<file path="config.mk">
export PLATFORM = sky130hd
export DESIGN_NAME = i2c_target
export DESIGN_NICKNAME = d
export VERILOG_FILES = /design/src/rtl/i2c_target.sv
export SDC_FILE = /design/constraint.sdc
export NUM_CORES = 1
export LEC_CHECK = 0
export CORE_UTILIZATION = 35
export DETAILED_ROUTE_END_ITERATION = 8
export PLACE_DENSITY = 0.56
export SYNTH_ARGS = -nofsm -noshare
export SYNTH_HDL_FRONTEND = slang
export SYNTH_SLANG_ARGS = --single-unit
</file>
<file path="constraint.sdc">
create_clock -name CLK -period 2.3 [get_ports CLK]
set_input_delay 0.23 -clock CLK [delete_from_list [all_inputs] [get_ports CLK]]
set_output_delay 0.23 -clock CLK [all_outputs]
set_load 0.005 [all_outputs]
</file>
<file path="src/rtl/i2c_target.sv">
// I2C target with 7-bit address: ACKs its address, captures up to NBYTES written bytes or returns WR_DATA on reads.
// Optional macro I2C_TARGET_SYNC_EN adds a SYNC_STAGES-deep input synchronizer on SCL and SDA_IN.
module i2c_target #(
  parameter int NBYTES      = 2,
  parameter int SYNC_STAGES = 2
) (
  input  logic        CLK,
  input  logic        RESET,
  input  logic        SCL,
  input  logic        SDA_IN,
  input  logic [6:0]  I2C_ADDR,
  input  logic [15:0] WR_DATA,
  output logic        SDA_OUT,
  output logic        SDA_OE,
  output logic [15:0] RD_DATA,
  output logic        RX_VALID,
  output logic        BUSY
);

`ifdef I2C_TARGET_SYNC_EN
  localparam int IN_STAGES = SYNC_STAGES + 1;
`else
  localparam int IN_STAGES = 1 + 0 * SYNC_STAGES;
`endif

  typedef enum logic [2:0] {IDLE, ADDR, ADDR_ACK, WR_BYTE, WR_ACK, RD_BYTE, RD_ACK} state_t;

  logic [IN_STAGES-1:0] scl_pipe_reg, sda_pipe_reg;
  logic                 scl_prev_reg, sda_prev_reg;
  logic                 scl_q, sda_q;
  logic                 start_det, stop_det, scl_rise, scl_fall;

  state_t      state_reg, state_next;
  logic [3:0]  bit_cnt_reg, bit_cnt_next;
  logic [7:0]  shift_reg, shift_next;
  logic [7:0]  tx_reg, tx_next;
  logic [1:0]  byte_idx_reg, byte_idx_next, byte_idx_inc;
  logic        rnw_reg, rnw_next;
  logic [6:0]  addr_reg, addr_next;
  logic [15:0] snap_reg, snap_next;
  logic [15:0] rd_data_reg, rd_data_next;
  logic        sda_out_reg, sda_out_next;
  logic        sda_oe_reg, sda_oe_next;
  logic        busy_reg, busy_next;
  logic        got_byte_reg, got_byte_next;
  logic        rx_valid_reg, rx_valid_next;
  logic [7:0]  next_byte;

  // History resets to 1 so the first samples after reset never look like an edge.
  always_ff @(posedge CLK) begin
    if (!RESET) begin
      scl_pipe_reg <= '1;
      sda_pipe_reg <= '1;
      scl_prev_reg <= 1'b1;
      sda_prev_reg <= 1'b1;
    end else begin
      scl_pipe_reg[0] <= SCL;
      sda_pipe_reg[0] <= SDA_IN;
      for (int i = 1; i < IN_STAGES; i++) begin
        scl_pipe_reg[i] <= scl_pipe_reg[i-1];
        sda_pipe_reg[i] <= sda_pipe_reg[i-1];
      end
      scl_prev_reg <= scl_q;
      sda_prev_reg <= sda_q;
    end
  end

  assign scl_q     = scl_pipe_reg[IN_STAGES-1];
  assign sda_q     = sda_pipe_reg[IN_STAGES-1];
  assign start_det = scl_q & sda_prev_reg & ~sda_q;
  assign stop_det  = scl_q & ~sda_prev_reg & sda_q;
  assign scl_rise  = scl_q & ~scl_prev_reg;
  assign scl_fall  = ~scl_q & scl_prev_reg;

  function automatic logic [7:0] read_byte(input logic [1:0] idx, input logic [15:0] snap);
    if (idx == 2'd0) return snap[15:8];
    if (idx == 2'd1 && NBYTES > 1) return snap[7:0];
    return 8'hFF;
  endfunction

  assign byte_idx_inc = (byte_idx_reg == 2'd3) ? 2'd3 : byte_idx_reg + 2'd1;
  assign next_byte    = read_byte(byte_idx_inc, snap_reg);

  always_ff @(posedge CLK) begin
    if (!RESET) begin
      state_reg    <= IDLE;
      bit_cnt_reg  <= '0;
      shift_reg    <= '0;
      tx_reg       <= '0;
      byte_idx_reg <= '0;
      rnw_reg      <= 1'b0;
      addr_reg     <= '0;
      snap_reg     <= '0;
      rd_data_reg  <= '0;
      sda_out_reg  <= 1'b1;
      sda_oe_reg   <= 1'b0;
      busy_reg     <= 1'b0;
      got_byte_reg <= 1'b0;
      rx_valid_reg <= 1'b0;
    end else begin
      state_reg    <= state_next;
      bit_cnt_reg  <= bit_cnt_next;
      shift_reg    <= shift_next;
      tx_reg       <= tx_next;
      byte_idx_reg <= byte_idx_next;
      rnw_reg      <= rnw_next;
      addr_reg     <= addr_next;
      snap_reg     <= snap_next;
      rd_data_reg  <= rd_data_next;
      sda_out_reg  <= sda_out_next;
      sda_oe_reg   <= sda_oe_next;
      busy_reg     <= busy_next;
      got_byte_reg <= got_byte_next;
      rx_valid_reg <= rx_valid_next;
    end
  end

  always_comb begin
    state_next    = state_reg;
    bit_cnt_next  = bit_cnt_reg;
    shift_next    = shift_reg;
    tx_next       = tx_reg;
    byte_idx_next = byte_idx_reg;
    rnw_next      = rnw_reg;
    addr_next     = addr_reg;
    snap_next     = snap_reg;
    rd_data_next  = rd_data_reg;
    sda_out_next  = sda_out_reg;
    sda_oe_next   = sda_oe_reg;
    busy_next     = busy_reg;
    got_byte_next = got_byte_reg;
    rx_valid_next = 1'b0;

    if (stop_det) begin
      state_next    = IDLE;
      sda_oe_next   = 1'b0;
      sda_out_next  = 1'b1;
      busy_next     = 1'b0;
      rx_valid_next = got_byte_reg;
      got_byte_next = 1'b0;
    end else if (start_det) begin
      state_next    = ADDR;
      bit_cnt_next  = '0;
      byte_idx_next = '0;
      sda_oe_next   = 1'b0;
      sda_out_next  = 1'b1;
      addr_next     = I2C_ADDR;
      got_byte_next = 1'b0;
    end else begin
      unique case (state_reg)
        IDLE: ;
        ADDR, WR_BYTE: begin
          if (scl_rise) begin
            shift_next   = {shift_reg[6:0], sda_q};
            bit_cnt_next = bit_cnt_reg + 4'd1;
          end else if (scl_fall && bit_cnt_reg == 4'd8) begin
            bit_cnt_next = '0;
            if (state_reg == WR_BYTE) begin
              state_next = WR_ACK;
              // Bytes beyond NBYTES are left unacknowledged and dropped.
              if (int'(byte_idx_reg) < NBYTES) begin
                sda_oe_next   = 1'b1;
                sda_out_next  = 1'b0;
                got_byte_next = 1'b1;
                if (byte_idx_reg == 2'd0) rd_data_next[15:8] = shift_reg;
                else                      rd_data_next[7:0]  = shift_reg;
              end
            end else if (shift_reg[7:1] == addr_reg) begin
              state_next   = ADDR_ACK;
              sda_oe_next  = 1'b1;
              sda_out_next = 1'b0;
              busy_next    = 1'b1;
              snap_next    = WR_DATA;
              rnw_next     = shift_reg[0];
            end else begin
              state_next = IDLE;
              busy_next  = 1'b0;
            end
          end
        end
        ADDR_ACK: begin
          if (scl_fall) begin
            if (rnw_reg) begin
              state_next   = RD_BYTE;
              sda_oe_next  = 1'b1;
              sda_out_next = snap_reg[15];
              tx_next      = {snap_reg[14:8], 1'b1};
              bit_cnt_next = 4'd1;
            end else begin
              state_next   = WR_BYTE;
              sda_oe_next  = 1'b0;
              sda_out_next = 1'b1;
            end
          end
        end
        WR_ACK: begin
          if (scl_fall) begin
            state_next    = WR_BYTE;
            sda_oe_next   = 1'b0;
            sda_out_next  = 1'b1;
            byte_idx_next = byte_idx_inc;
          end
        end
        RD_BYTE: begin
          if (scl_fall) begin
            if (bit_cnt_reg == 4'd8) begin
              state_next   = RD_ACK;
              bit_cnt_next = '0;
              sda_oe_next  = 1'b0;
              sda_out_next = 1'b1;
            end else begin
              sda_out_next = tx_reg[7];
              tx_next      = {tx_reg[6:0], 1'b1};
              bit_cnt_next = bit_cnt_reg + 4'd1;
            end
          end
        end
        RD_ACK: begin
          if (scl_rise && sda_q) begin
            state_next = IDLE;
            busy_next  = 1'b0;
          end else if (scl_fall) begin
            state_next    = RD_BYTE;
            byte_idx_next = byte_idx_inc;
            sda_oe_next   = 1'b1;
            sda_out_next  = next_byte[7];
            tx_next       = {next_byte[6:0], 1'b1};
            bit_cnt_next  = 4'd1;
          end
        end
        default: state_next = IDLE;
      endcase
    end
  end

  assign SDA_OUT  = sda_out_reg;
  assign SDA_OE   = sda_oe_reg;
  assign RD_DATA  = rd_data_reg;
  assign RX_VALID = rx_valid_reg;
  assign BUSY     = busy_reg;

endmodule

</file>
==> flow_summary.json <==
{
  "crit_arrival_ns": 2.41,
  "holdPathStages": 3,
  "synth_top_family_by_area": "simple AND/OR/NAND/NOR gates",
  "r2r_setup_slack_ns": 0.19,
  "dr.pass1.iters": 5,
  "grt_pass1_vias": 2764,
  "tightest_slew_ns": 0.7585,
  "postCtsHoldBufs": 0,
  "area_delta_synth_final_pct": 25.66,
  "crit_chain": "and3b_1 -> a2111oi_4 -> o221ai_2 -> or4_1 -> o21ai_1",
  "totalWireLength_um": 8299,
  "synthCells": 369,
  "clock_sinks": 74,
  "hold_end": "addr_reg[4]$_SDFFE_PN0P_",
  "end_kind": "register",
  "worstSetupStartpointType": "register",
  "path_class": "register to register",
  "crit_family": "simple AND/OR/NAND/NOR gates",
  "numCtsBuffers": 9,
  "start_util_pct": 35.97,
  "hpwl_um": 5758,
  "diodes": 0,
  "place.gp.congestion": 0.8653,
  "htreeDepth": 3,
  "vias": 2778,
  "initialDrtViolationCount": 92,
  "required_ns": 2.60,
  "synth.distinct_cells": 55,
  "fin_crit_ns": 2.115,
  "cts_buffer_depth": 2,
  "synth-seq-area-share_pct": 42.14,
  "grt_max_degree": 64,
  "slew_violations": 0,
  "hold_viol": 0,
  "synthTopCellsByCount": "dfxtp_1 (74), nor2b_1 (43), mux2i_1 (41), nand2_1 (29), clkbuf_1 (13)",
  "muxShareOfSynthArea_pct": 11.67,
  "cts_tree": "yes",
  "synth_compound_area_share_pct": 16.58,
  "synth_top_area_share_pct": 42.14,
  "hp-start": "I2C_ADDR[4]",
  "slew_headroom_pct": 48.90,
  "synth_edf_count": 0,
  "clkTransAtPathRegs_ns": 0.09,
  "ys_top_cells_by_area": "dfxtp_1 (42%), mux2i_1 (12%), nor2b_1 (7.7%), nand2_1 (3.1%), o211a_1 (2.0%)",
  "row_count": 36,
  "synth_area_per_cell_um2": 9.528,
  "synthArstFlopShare_pct": 0,
  "leakagePower_nw": 1.561,
  "die_y_um": 102.2,
  "r2r_cells": 5,
  "critical_path.max_fanout": 14,
  "met3WireLength_um": 330,
  "path_buf_inv": 0,
  "postRouteAntennaNets": 0,
  "worstSkewPairLatency_ns": 0.36,
  "vdd_drop_max_mv": 0.2586,
  "synth_ff_type": "dfxtp_1",
  "total_power_w": 0.002632,
  "postCtsSetupRepairBufs": 0,
  "top_layer_used": "met4",
  "grt_pass1_wl_um": 13970,
  "root_buffer": "clkbuf_8",
  "status": "finished clean",
  "fmax_mhz": 472.9,
  "wl_met2_um": 3676,
  "antenna_found_initial": 0,
  "synth-adder-area-share_pct": 0.7117,
  "grt_usage_pct": 17.53,
  "ys_ff_latch": 74,
  "worstReg2RegStart": "state_reg[1]$_SDFFE_PP0P_",
  "setup_viol": 0,
  "wl_met1_um": 4161,
  "synth-simple-area-share_pct": 23.31,
  "synth_fp_nets": 398,
  "drcViolationCount": 0,
  "maxCapViolations": 0,
  "cpPeakStageDelay_ns": 0.60,
  "yosysWarnings": 0,
  "netlist_area_mm2": 0.003516,
  "yosysMostFrequentCell": "dfxtp_1",
  "synth_largest_area_cell": "dfxtp_1",
  "wl_per_cell_um": 14.90,
  "skew_ns": 0.01041,
  "ioPinCount": 47,
  "overflow": 0,
  "die_x_um": 102.2,
  "viasPerCell": 4.987,
  "rsz0062_at_grt": "no",
  "io_buffers": 46,
  "core-area_mm2": 0.009774,
  "drive_gt1_share_pct": 10.38,
  "post_cts_resized": 0,
  "tns_ns": 0,
  "finalCritPeriodShare_pct": 91.95,
  "critPathSlowestCell": "dfxtp_1",
  "reg2reg_to": "bit_cnt_reg[3]$_SDFFE_PN0P_",
  "min_path_type": "input port to register",
  "nNetsFinal": 448,
  "synth_xor_area_share_pct": 1.993,
  "p_per_area_mw_per_mm2": 595.6,
  "die_area_mm2": 0.01045
}
[worst min-delay path: stages]
cell	delay, ns
clkdlybuf4s50_1	0.40
nand2_1	0.05
a21boi_0	0.06
[through the flow]
stage                     setup WS, ns  hold slack [ns]  utilization (%)  std cells  instance area [um2]
after global placement          0.1628           0.4449            42.77        541                 4180
final                           0.1852           0.4330            45.20        557                 4418
after floorplan                 0.4223           0.3315                -        369                 3516
after detailed placement        0.2176           0.4564            42.77        541                 4180
after global routing           0.05019           0.4282            45.20        557                 4418
after CTS                       0.2075           0.4222            45.07        557                 4405
[layout by cell type (no fill, tap or decap), types with 5 or more instances in the layout]
master            n
a21boi_0          9
a21oi_1           8
a22oi_1           7
buf_4            16
clkbuf_8          9
clkdlybuf4s50_1  46
dfxtp_1          74
inv_1             5
mux2i_1          41
nand2_1          29
nand2b_1          9
nand3_1           7
nor2_1           11
nor2b_1          43
nor3_1            9
o211a_1           7
o21ai_0           8
o2bb2ai_1         8
xnor2_1           8
[cell families after synthesis]
family,after synthesis
simple gates,141
compound gates,74
flops,74
mux,41
buf+inv,29
xor+xnor,8
fa+ha+maj,2
[routing by layer]
metal,global-route usage (%),vias to the layer above
li1,-,1408
met1,24.41,1291
met2,25.92,65
met3,4.309,14
met4,7.033,0
met5,0,-
[power breakdown]
group,switching (W),internal [W]
sequential,0.0000132,0.00129
clock,0.000541,0.000622
combinational,0.0000743,0.0000898
total,0.000629,0.00200
[worst max-delay path by stage]
stage / end / from / depth (start not counted) / slack (ns)
2_1_floorplan: RD_DATA[10]$_SDFFE_PN0P_ / bit_cnt_reg[0]$_SDFFE_PN0P_ / 8 / 0.42
3_3_place_gp: snap_reg[12]$_SDFFE_PN0P_ / state_reg[0]$_SDFFE_PP0P_ / 6 / 0.16
3_5_place_dp: snap_reg[6]$_SDFFE_PN0P_ / state_reg[0]$_SDFFE_PP0P_ / 6 / 0.22
4_1_cts: snap_reg[6]$_SDFFE_PN0P_ / state_reg[0]$_SDFFE_PP0P_ / 6 / 0.21
5_1_grt: snap_reg[8]$_SDFFE_PN0P_ / state_reg[0]$_SDFFE_PP0P_ / 6 / 0.05
6_report: bit_cnt_reg[3]$_SDFFE_PN0P_ / state_reg[1]$_SDFFE_PP0P_ / 5 / 0.19
[layout make-up]
| type | count | area (um2) |
|---|---|---|
| Inverter | 5 | 18.77 |
| Fill cell | 960 | 5356 |
| Clock inverter | 7 | 101.3 |
| Timing Repair Buffer | 63 | 600.6 |
| Tap cell | 133 | 166.4 |
| Clock buffer | 9 | 123.9 |
| Multi-Input combinational cell | 266 | 1926 |
| Sequential cell | 74 | 1481 |
(Power assumes the default switching activity.)
